## config.mk

```make
export PLATFORM = sky130hd
export DESIGN_NAME = systolic_ctrl
export DESIGN_NICKNAME = d
export VERILOG_FILES = /design/src/rtl/systolic_pkg.sv /design/src/rtl/shift_delay.sv /design/src/rtl/systolic_ctrl.sv
export SDC_FILE = /design/constraint.sdc
export NUM_CORES = 1
export LEC_CHECK = 0
export CAP_MARGIN = 20
export CORE_UTILIZATION = 35
export DETAILED_ROUTE_END_ITERATION = 7
export RECOVER_POWER = 100
export SLEW_MARGIN = 20
export SYNTH_ARGS = -nofsm -noshare
export SYNTH_HDL_FRONTEND = slang
export SYNTH_HIERARCHICAL = 1
export SYNTH_SLANG_ARGS = --single-unit
```

## constraint.sdc

```tcl
create_clock -name clk -period 5.4 [get_ports clk]
set_input_delay 0.81 -clock clk [delete_from_list [all_inputs] [get_ports clk]]
set_output_delay 0.81 -clock clk [all_outputs]
set_load 0.02 [all_outputs]
```

## src/rtl/systolic_pkg.sv

```systemverilog
// Shared definitions for the systolic array sequencer.
//   state_t   : sequencer FSM states
//   pipe_lat  : controller-visible latency from an accepted activation
//               vector to its registered result (input skew, grid hops,
//               output deskew and the result register)
//   PIPE_LAT  : pipe_lat() evaluated for the default grid size
package systolic_pkg;

  typedef enum logic [1:0] {
    IDLE    = 2'd0,
    LOAD_W  = 2'd1,
    COMPUTE = 2'd2,
    DRAIN   = 2'd3
  } state_t;

  function automatic int pipe_lat(input int n);
    return 2 * n - 1;
  endfunction

  localparam int N_DEF    = 4;
  localparam int PIPE_LAT = pipe_lat(N_DEF);

endpackage

```

## src/rtl/shift_delay.sv

```systemverilog
// Register delay line with a common shift enable.
//   clk, reset : clock and asynchronous active-high clear
//   en         : all stages shift by one when high, hold otherwise
//   din        : value entering the line
//   dout       : value DEPTH enabled shifts old (DEPTH = 0 gives a wire)
module shift_delay #(
  parameter int WIDTH = 8,
  parameter int DEPTH = 1
) (
  input  logic             clk,
  input  logic             reset,
  input  logic             en,
  input  logic [WIDTH-1:0] din,
  output logic [WIDTH-1:0] dout
);

  if (DEPTH == 0) begin : g_wire
    // No storage: clock, reset and enable have no effect here.
    logic unused_ctrl;
    assign unused_ctrl = ^{clk, reset, en};
    assign dout        = din;
  end else begin : g_regs
    logic [WIDTH-1:0] stage [DEPTH];

    always_ff @(posedge clk or posedge reset) begin
      if (reset) begin
        for (int k = 0; k < DEPTH; k++) stage[k] <= '0;
      end else if (en) begin
        stage[0] <= din;
        for (int k = 1; k < DEPTH; k++) stage[k] <= stage[k-1];
      end
    end

    assign dout = stage[DEPTH-1];
  end

endmodule

```

## src/rtl/systolic_ctrl.sv

```systemverilog
// Sequencer for an N x N weight-stationary PE grid.
//   start/num_vectors/busy/done : job command and status
//   w_data/w_valid/w_ready      : weight-column stream (N columns per job)
//   a_data/a_valid/a_ready      : activation-vector stream
//   r_data/r_valid/r_ready      : result-vector stream
//   grid_*                      : grid enable, weight-load mode, left-edge
//                                 data and bottom sums
//   dbg_state                   : current FSM state
//
// Handshakes: a transfer happens on a rising edge where valid && ready.
// A source keeps valid and data steady until the transfer; the sink may
// change ready at any time; ready never depends on valid.
module systolic_ctrl
  import systolic_pkg::*;
#(
  parameter int N            = 4,
  parameter int data_width   = 8,
  parameter int result_width = 32,
  parameter int CNT_W        = 16
) (
  input  logic                      clk,
  input  logic                      reset,
  input  logic                      start,
  input  logic [CNT_W-1:0]          num_vectors,
  output logic                      busy,
  output logic                      done,
  input  logic [N*data_width-1:0]   w_data,
  input  logic                      w_valid,
  output logic                      w_ready,
  input  logic [N*data_width-1:0]   a_data,
  input  logic                      a_valid,
  output logic                      a_ready,
  output logic [N*result_width-1:0] r_data,
  output logic                      r_valid,
  input  logic                      r_ready,
  output logic                      grid_enable,
  output logic                      grid_load_weight,
  output logic [N*data_width-1:0]   grid_inputs_left,
  input  logic [N*result_width-1:0] grid_sums_bottom,
  output logic [1:0]                dbg_state
);

  localparam int TAG_LAT = pipe_lat(N);
  localparam int WCW     = (N > 1) ? $clog2(N) : 1;
  localparam int IW      = $clog2(TAG_LAT + 1);
  localparam logic [WCW-1:0]   W_LAST  = WCW'(N - 1);
  localparam logic [CNT_W-1:0] CNT_ONE = CNT_W'(1);

  state_t                    state, state_nx;
  logic [WCW-1:0]            wcnt;
  logic [CNT_W-1:0]          remaining;
  logic [IW-1:0]             inflight;
  logic                      advance, a_xfer, w_xfer, tag_out;
  logic [N*data_width-1:0]   inject, skew_out;
  logic [N*result_width-1:0] deskew_out;

  assign dbg_state = state;

  // ---------------------------------------------------------------------
  // Next state and outputs
  // ---------------------------------------------------------------------
  always_comb begin
    state_nx         = state;
    busy             = (state != IDLE);
    done             = 1'b0;
    w_ready          = 1'b0;
    a_ready          = 1'b0;
    grid_enable      = 1'b0;
    grid_load_weight = 1'b0;
    grid_inputs_left = '0;
    advance          = 1'b0;
    w_xfer           = 1'b0;
    a_xfer           = 1'b0;

    case (state)
      IDLE: begin
        if (start) state_nx = LOAD_W;
      end

      LOAD_W: begin
        // Weights go in unskewed; each column pushes the previous ones
        // one PE to the right.
        w_ready          = 1'b1;
        grid_load_weight = 1'b1;
        w_xfer           = w_valid;
        grid_enable      = w_valid;
        if (w_valid) grid_inputs_left = w_data;
        if (w_valid && (wcnt == W_LAST)) state_nx = COMPUTE;
      end

      COMPUTE: begin
        // The whole pipe (skew, grid, deskew, tags) moves only when the
        // result register can take a new value.
        advance          = !r_valid || r_ready;
        grid_enable      = advance;
        grid_inputs_left = skew_out;
        a_ready          = advance && (remaining != '0);
        a_xfer           = a_ready && a_valid;
        if ((remaining == '0) || (a_xfer && (remaining == CNT_ONE)))
          state_nx = DRAIN;
      end

      DRAIN: begin
        advance          = !r_valid || r_ready;
        grid_enable      = advance;
        grid_inputs_left = skew_out;
        if ((inflight == '0) && !r_valid) begin
          state_nx = IDLE;
          done     = 1'b1;
        end
      end

      default: state_nx = IDLE;
    endcase
  end

  // Cycles without an activation transfer inject an all-zero bubble.
  assign inject = a_xfer ? a_data : '0;

  // ---------------------------------------------------------------------
  // Input skew (row i delayed i steps) and output deskew (column j
  // delayed N-1-j steps) so every element of a vector meets its column
  // partners at the grid and at the result register.
  // ---------------------------------------------------------------------
  for (genvar i = 0; i < N; i++) begin : g_skew
    shift_delay #(.WIDTH(data_width), .DEPTH(i)) u_skew (
      .clk   (clk),
      .reset (reset),
      .en    (advance),
      .din   (inject[i*data_width +: data_width]),
      .dout  (skew_out[i*data_width +: data_width])
    );
  end

  for (genvar j = 0; j < N; j++) begin : g_deskew
    shift_delay #(.WIDTH(result_width), .DEPTH(N - 1 - j)) u_deskew (
      .clk   (clk),
      .reset (reset),
      .en    (advance),
      .din   (grid_sums_bottom[j*result_width +: result_width]),
      .dout  (deskew_out[j*result_width +: result_width])
    );
  end

  // Valid tags: TAG_LAT-1 stages here, and r_valid is the final stage.
  shift_delay #(.WIDTH(1), .DEPTH(TAG_LAT - 1)) u_tag (
    .clk   (clk),
    .reset (reset),
    .en    (advance),
    .din   (a_xfer),
    .dout  (tag_out)
  );

  // ---------------------------------------------------------------------
  // State, counters and result register
  // ---------------------------------------------------------------------
  always_ff @(posedge clk or posedge reset) begin
    if (reset) begin
      state     <= IDLE;
      wcnt      <= '0;
      remaining <= '0;
      inflight  <= '0;
      r_valid   <= 1'b0;
      r_data    <= '0;
    end else begin
      state <= state_nx;

      if ((state == IDLE) && start) begin
        remaining <= num_vectors;
        wcnt      <= '0;
      end

      if (w_xfer) wcnt <= (wcnt == W_LAST) ? '0 : wcnt + WCW'(1);
      if (a_xfer) remaining <= remaining - CNT_ONE;

      if (advance) begin
        r_valid  <= tag_out;
        r_data   <= deskew_out;
        // Tags inside the delay line; the result register is tracked by
        // r_valid itself.
        inflight <= inflight + IW'(a_xfer) - IW'(tag_out);
      end
    end
  end

endmodule

```

Word-level counts from Yosys, hierarchy flattened

Index checks and enable logic that the tools add are counted.

Reductions and logical operators: 18
$add $sub $neg: 4
Mux-type cells: 21
Eq/ne operators: 9

Operators with widths:

| operator                                                                | count |
|---|---|
| 32-bit two-way mux                                                      | 2 |
| 32-bit one-hot mux with 2 select lines                                  | 1 |
| 16-bit two-way mux                                                      | 2 |
| 16-bit by 1-bit equality test with 1-bit output (second input constant) | 1 |
| 16-bit logical NOT                                                      | 1 |
| 16-bit nonzero test                                                     | 1 |
| 16-bit by 1-bit subtractor with 16-bit output (second input constant)   | 1 |
| 2-bit two-way mux                                                       | 7 |
| 2-bit != test (second input constant)                                   | 4 |
| 2-bit one-hot mux with 4 select lines                                   | 1 |
| 1-bit two-way mux                                                       | 7 |
| 2-bit equality test (second input constant)                             | 3 |
| 1-bit logical AND                                                       | 6 |
| 2-bit nonzero test                                                      | 3 |
| 4-bit AND reduction                                                     | 1 |
| 3-bit by 1-bit adder with 3-bit output                                  | 1 |
| 3-bit logical NOT                                                       | 1 |
| 3-bit by 1-bit subtractor with 3-bit output                             | 1 |
| 2-bit by 1-bit adder with 2-bit output (second input constant)          | 1 |
| 2-bit by 1-bit equality test with 1-bit output (second input constant)  | 1 |
| 2-bit logical NOT                                                       | 1 |
| 1-bit logical OR                                                        | 2 |
| 1-bit one-hot mux with 2 select lines                                   | 1 |
| 2-bit OR reduction                                                      | 1 |
| 1-bit logical NOT                                                       | 1 |

Flip-flop bits (word level): 398
Logic and storage cells: 76
Output and inout port bits: 169

Logic depth before layout (Yosys ltp)

Word-level depth: 8
Gate-level depth with buffers: 14
Gate-level depth less buffers: 11

Hierarchy

Netlist, hierarchy kept.

Modules (own cells, without submodules):

| module                             | times used | cells each | sequential area each (um^2) | area an instance (um^2) |
|---|---|---|---|---|
| systolic_ctrl                      | 1          | 566        | 3803.6                      | 6972.9 |
| shift_delay (g_deskew[0].u_deskew) | 1          | 236        | 2402.3                      | 4008.8 |
| shift_delay (g_deskew[1].u_deskew) | 1          | 168        | 1601.5                      | 2922.8 |
| shift_delay (g_deskew[2].u_deskew) | 1          | 69         | 800.8                       | 1348.8 |
| shift_delay (g_skew[3].u_skew)     | 1          | 60         | 600.6                       | 1061.0 |
| shift_delay (g_skew[2].u_skew)     | 1          | 43         | 400.4                       | 713.2 |
| shift_delay (g_skew[1].u_skew)     | 1          | 18         | 200.2                       | 335.3 |
| shift_delay (u_tag)                | 1          | 14         | 150.1                       | 255.2 |
| shift_delay (g_deskew[3].u_deskew) | 1          | 32         | 0.0                         | 240.2 |
| shift_delay (g_skew[0].u_skew)     | 1          | 8          | 0.0                         | 60.1 |

Least setup slack after synthesis

OpenSTA, ideal clock, no wires.

Path kind: register to output
From: reg state[0] (netlist: dbg_state[0])
To: out grid_enable
Stages on the path, launching flop included: 11
Data required time: 4.590 ns
Path slack: 1.815 ns
Data arrival time: 2.775 ns
Cells stage by stage: dfrtp_1 -> inv_1 -> ha_1 -> or2_2 -> clkbuf_1 -> and2_1 -> clkbuf_1 -> clkbuf_1 -> clkbuf_1 -> nor2_1 -> nor2_1

Word-level cells in the longest chain between the ends: 3

Ends and longest elaborated chain:

| element                                 | RTL line             | text |
|---|---|---|
| start, declared                         | systolic_ctrl.sv:49  | `state_t state, state_nx;` |
| start signal, assigned                  | systolic_ctrl.sv:166 | `state <= state_nx;` |
| 2-bit equality test                     | systolic_ctrl.sv:75  | `case (state)` |
| 2-bit OR reduction (no source line)     | --                   |  |
| 1-bit one-hot mux with 2 select lines * | systolic_ctrl.sv:75  |  |
| end, declared                           | systolic_ctrl.sv:36  | `output logic grid_enable,` |

Mark *: on every way between the ends. The rest lies on a longest branch, timed or not.

Final worst setup path

From: reg state[1] (netlist: dbg_state[1])
To: out grid_inputs_left[13]

Word-level cells in the longest chain between the ends: 3

Ends and longest elaborated chain:

| element                                  | RTL line            | text |
|---|---|---|
| 2-bit equality test                      | systolic_ctrl.sv:75 |  |
| 2-bit OR reduction (no source line)      | --                  |  |
| 32-bit one-hot mux with 2 select lines * | systolic_ctrl.sv:75 |  |
| end, declared                            | systolic_ctrl.sv:38 | `output logic [N*data_width-1:0] grid_inputs_left,` |

Marks and branches as above.

==> tab_implementation.tex <==
\begin{tabular}{lr}
\hline
Metric & Value \\
\hline
\multicolumn{2}{l}{\textbf{Timing}} \\
Total negative slack for setup checks & 0 ns \\
Unrepaired setup endpoints after global routing & false \\
Share of the clock period used by the worst path & 87.5\% \\
Final setup violating endpoints & 0 \\
Worst Max-Slew Pin Slew & 2.31 ns \\
Relative slew margins & -54.5\% \\
Layout Skew & 0.0198 ns \\
Period minus WS final & 4.73 ns \\
Number of hold-slack violations in the final timing report & 0 \\
Maximum frequency from static timing analysis & 212 MHz \\
Pins Over Slew Limit & 655 \\
\multicolumn{2}{l}{\textbf{Placed design}} \\
Placer congestion estimate & 0.918 \\
Placed insts & 2089 \\
Number of buffers inserted by port buffering & 382 \\
Placed Instance Area & 0.0212 mm² \\
HPWL after detailed placement & 26200 µm \\
\multicolumn{2}{l}{\textbf{Detailed routing}} \\
Total wire length after detailed routing & 39200 µm \\
Number of optimization iterations in the first detailed-route pass & 5 \\
Via count of the routed design & 10187 \\
Routed len/inst & 18.1 µm \\
Drt first-iter violations & 658 \\
Drt via density & 4.69 \\
Remaining routing DRC violations & 0 \\
DRT antenna net count & 0 \\
\multicolumn{2}{l}{\textbf{Floorplan}} \\
Die X & 228 µm \\
Ports placed on the boundary & 383 \\
Starting utilization of the core area & 35.6\% \\
Area of the die & 0.0521 mm² \\
Die extent in y & 228 µm \\
Core Rows & 82 \\
Area inside the core boundary & 0.0504 mm² \\
\multicolumn{2}{l}{\textbf{Run status}} \\
Status & complete, but fails checks \\
Failing checks & max-capacitance violations, max-slew violations \\
\multicolumn{2}{l}{\textbf{Min path}} \\
Class of the most critical hold timing path & reg -> reg \\
Worst hold start & inflight[2] \\
\multicolumn{2}{l}{\textbf{CTS}} \\
H-tree levels & 2 \\
Number of buffers inserted to repair setup after CTS & 0 \\
Clock buffer count from CTS & 46 \\
Bufs on Longest Clock Path & 3 \\
Clock sink count & 398 \\
Post-cts repair resize count & 0 \\
Later-pin clock latency in the skew report & 0.58 ns \\
Clock tree from TritonCTS & done \\
Root Buffer Master & sky130\_fd\_sc\_hd\_\_clkbuf\_16 \\
Clock transition at path regs & 0.06 ns \\
CTS Hold Bufs & 0 \\
\multicolumn{2}{l}{\textbf{Pwr}} \\
Net load switching power & 4920 µW \\
Relative contribution of the clock network to total power & 21.3\% \\
Switching portion of total power & 33.8\% \\
Power Dens Cells & 662 mW/mm² \\
Cell-internal power & 9630 µW \\
Leakage & 0.00951 µW \\
Proportion of power drawn by flip-flops and latches & 36.3\% \\
Worst vdd ir & 0.540 mV \\
Share of power burned in combinational logic & 42.4\% \\
\multicolumn{2}{l}{\textbf{GRT}} \\
GRT overflow & 0 \\
Antenna violations before repair & 2 \\
GRT Overall Usage & 15.4\% \\
Via count of the first global-routing pass & 10758 \\
Maximum number of pins on one net before global-route repair & 162 \\
Global-route wire length before repair & 63700 µm \\
\multicolumn{2}{l}{\textbf{Logic synthesis}} \\
Synthesized net count & 1438 \\
Yosys top cell by area & sky130\_fd\_sc\_hd\_\_dfrtp\_1 \\
Yosys top cell area share & 55.6\% \\
Post-synthesis share of cell area spent on full adders, half adders and majority gates & 0.740\% \\
Gate count of the mapped netlist & 1214 \\
Most common library cells after synthesis & sky130\_fd\_sc\_hd\_\_dfrtp\_1 (398), sky130\_fd\_sc\_hd\_\_mux2\_2 (201), sky130\_fd\_sc\_hd\_\_mux2\_4 (174) \\
Synth Warn \# & 6 \\
EDFF count, synth & 0 \\
Multiplexer fraction of the synthesized cell area & 27.3\% \\
Largest family of logic cells by synthesized area & multiplexers \\
Library cells used by synthesis & 49 \\
Compound-Gate Fraction of Synth Area & 3.18\% \\
Fraction of synthesized cell area in xor and xnor cells & 0.196\% \\
Sequential area share after synthesis & 55.6\% \\
Most common cell in the synthesized netlist & sky130\_fd\_sc\_hd\_\_dfrtp\_1 \\
Most area-consuming cells after synthesis & sky130\_fd\_sc\_hd\_\_dfrtp\_1 (56\%), sky130\_fd\_sc\_hd\_\_mux2\_4 (15\%), sky130\_fd\_sc\_hd\_\_mux2\_2 (13\%), sky130\_fd\_sc\_hd\_\_buf\_4 (5.1\%), sky130\_fd\_sc\_hd\_\_buf\_12 (1.8\%) \\
Cell area after technology mapping & 0.0179 mm² \\
Count of state elements after synthesis & 398 \\
Simple-gate share of the synthesized area & 4.13\% \\
Syn\_area\_per\_cell & 14.8 µm² \\
Async set or reset register ratio after synthesis & 100\% \\
Main synth FF type & sky130\_fd\_sc\_hd\_\_dfrtp\_1 \\
\multicolumn{2}{l}{\textbf{Layout}} \\
Share of layout cells above drive strength 1 & 19.7\% \\
P\&R area growth vs syn & 22.7\% \\
Filler Cells Inserted & 4686 \\
Number of cells in the finished layout apart from fillers & 2171 \\
Post-route design area & 0.0220 mm² \\
Nets & 1689 \\
\multicolumn{2}{l}{\textbf{Setup path}} \\
Required time worst endpoint & 4.59 ns \\
Largest fanout of any net on the critical path & 34 \\
Max stage delay on crit path & 1.19 ns \\
Crit path capture type & output port \\
Category of the critical setup timing path & reg -> out \\
Cell chain of the critical path & inv\_1, ha\_1, and2\_1, clkbuf\_1, a22oi\_1, nor2\_1, dlygate4sd3\_1 \\
Startpoint types & flop \\
Launch point of the worst path & dbg\_state[1] \\
Reg-to-reg critical path startpoint & dbg\_state[0] \\
CP max-delay cell & sky130\_fd\_sc\_hd\_\_clkbuf\_1 \\
Arrival time at the worst endpoint & 3.92 ns \\
\multicolumn{2}{l}{\textbf{Flow run}} \\
Max-cap violations & 9 \\
\hline
\end{tabular}
[flip-flops by register name (all words and copies together), names as in the netlist]
signal and flops:
wcnt 2, dbg_state 2, g_deskew.u_deskew/dout 96, r_valid 1, u_tag/g_regs.stage 5, g_skew.u_skew/dout 24, g_deskew.u_deskew/g_regs.stage 96, remaining 16
r_data 128, g_skew.u_skew/g_regs.stage 24, inflight 3, u_tag/dout 1
[worst max-delay path: cells and delay by family, from the launching register on]
family	cells	cell delay, ns
simple gates	2	0.33
compound gates	1	0.15
fa+ha+maj	1	0.30
flops	1	0.42
buf+inv	3	2.12
[cell usage in the layout (no fill, tap or decap), drive strengths merged, types with 2 or more instances in the layout]
| master | instances |
|---|---|
| clkbuf | 76 |
| buf | 2 |
| or2 | 5 |
| mux2 | 376 |
| nor4 | 3 |
| o31ai | 2 |
| o221a | 5 |
| dfrtp | 398 |
| bufinv | 2 |
| ha | 9 |
| and3 | 38 |
| xnor2 | 4 |
| clkdlybuf4s50 | 212 |
| and2 | 3 |
| nand2 | 25 |
| nor3 | 7 |
| clkinv | 11 |
| or3 | 2 |
| o21ai | 4 |
| a21oi | 12 |
| or4 | 7 |
| nand3 | 9 |
| o21a | 6 |
| clkinvlp | 4 |
| a22oi | 32 |
| inv | 16 |
| dlygate4sd3 | 170 |
| nor2 | 41 |
| a211oi | 3 |
[final timing paths]
check	end	slack (ns)	depth (start not counted)
hold reg to reg	inflight[2]	0.48	1
min in group asynchronous	u_tag/g_regs.stage[1]	0.99	3
max in group asynchronous	r_data[117]	1.15	4
setup reg to reg	r_data[122]	0.99	6
setup / recovery	grid_inputs_left[13]	0.67	7
hold / removal	inflight[2]	0.48	1
[layout make-up]
class / count / area [µm²] / share of cell area, %
clock inverters: 16 / 180 / 0.819
diodes: 1 / 2.50 / 0.0114
inverters: 17 / 70.1 / 0.319
clock buffers: 65 / 1340 / 6.10
well taps: 672 / 841 / 3.82
flip-flops and latches: 398 / 9960 / 45.3
repair buffers: 395 / 3890 / 17.7
multi-input cells: 607 / 5710 / 26.0
[cell families after synthesis]
logic type / count (synthesis)
flip-flops: 398
multiplexers: 376
buffers and inverters: 209
AND/OR/NAND/NOR: 143
AO/OA/AOI/OAI: 74
adder cells (fa/ha/maj): 10
XOR/XNOR: 4
[routing by layer]
layer  routed length [µm]  up-vias  GRT usage [%]
met5                    8        -              0
met4                  835        2           4.45
met1                17300     5155           20.7
met3                 2620       66           4.18
li1                     -     4628              -
met2                18400      336           24.2
[through the flow]
| stage | total power, µW | utilization (%) | hold slack, ns | setup slack [ns] |
|---|---|---|---|---|
| floorplan | 11300 | - | 0.437 | 0.497 |
| CTS | 16000 | 45.1 | 0.488 | 0.822 |
| global route | 15500 | 43.7 | 0.488 | 0.399 |
| detailed placement | 12800 | 42.1 | 0.479 | 1.24 |
| finish | 14600 | 43.7 | 0.478 | 0.674 |
| global placement | 12600 | 42.1 | 0.454 | 1.22 |
[power groups by stage]
stage / clock network (µW) / registers, µW / logic, µW
floorplan: 0 / 5830 / 5500
global placement: 0 / 5340 / 7260
detailed placement: 0 / 5410 / 7380
CTS: 3220 / 5380 / 7400
global route: 3340 / 5510 / 6660
finish: 3100 / 5290 / 6170
No activity file was read; power rests on OpenSTA's default activity.
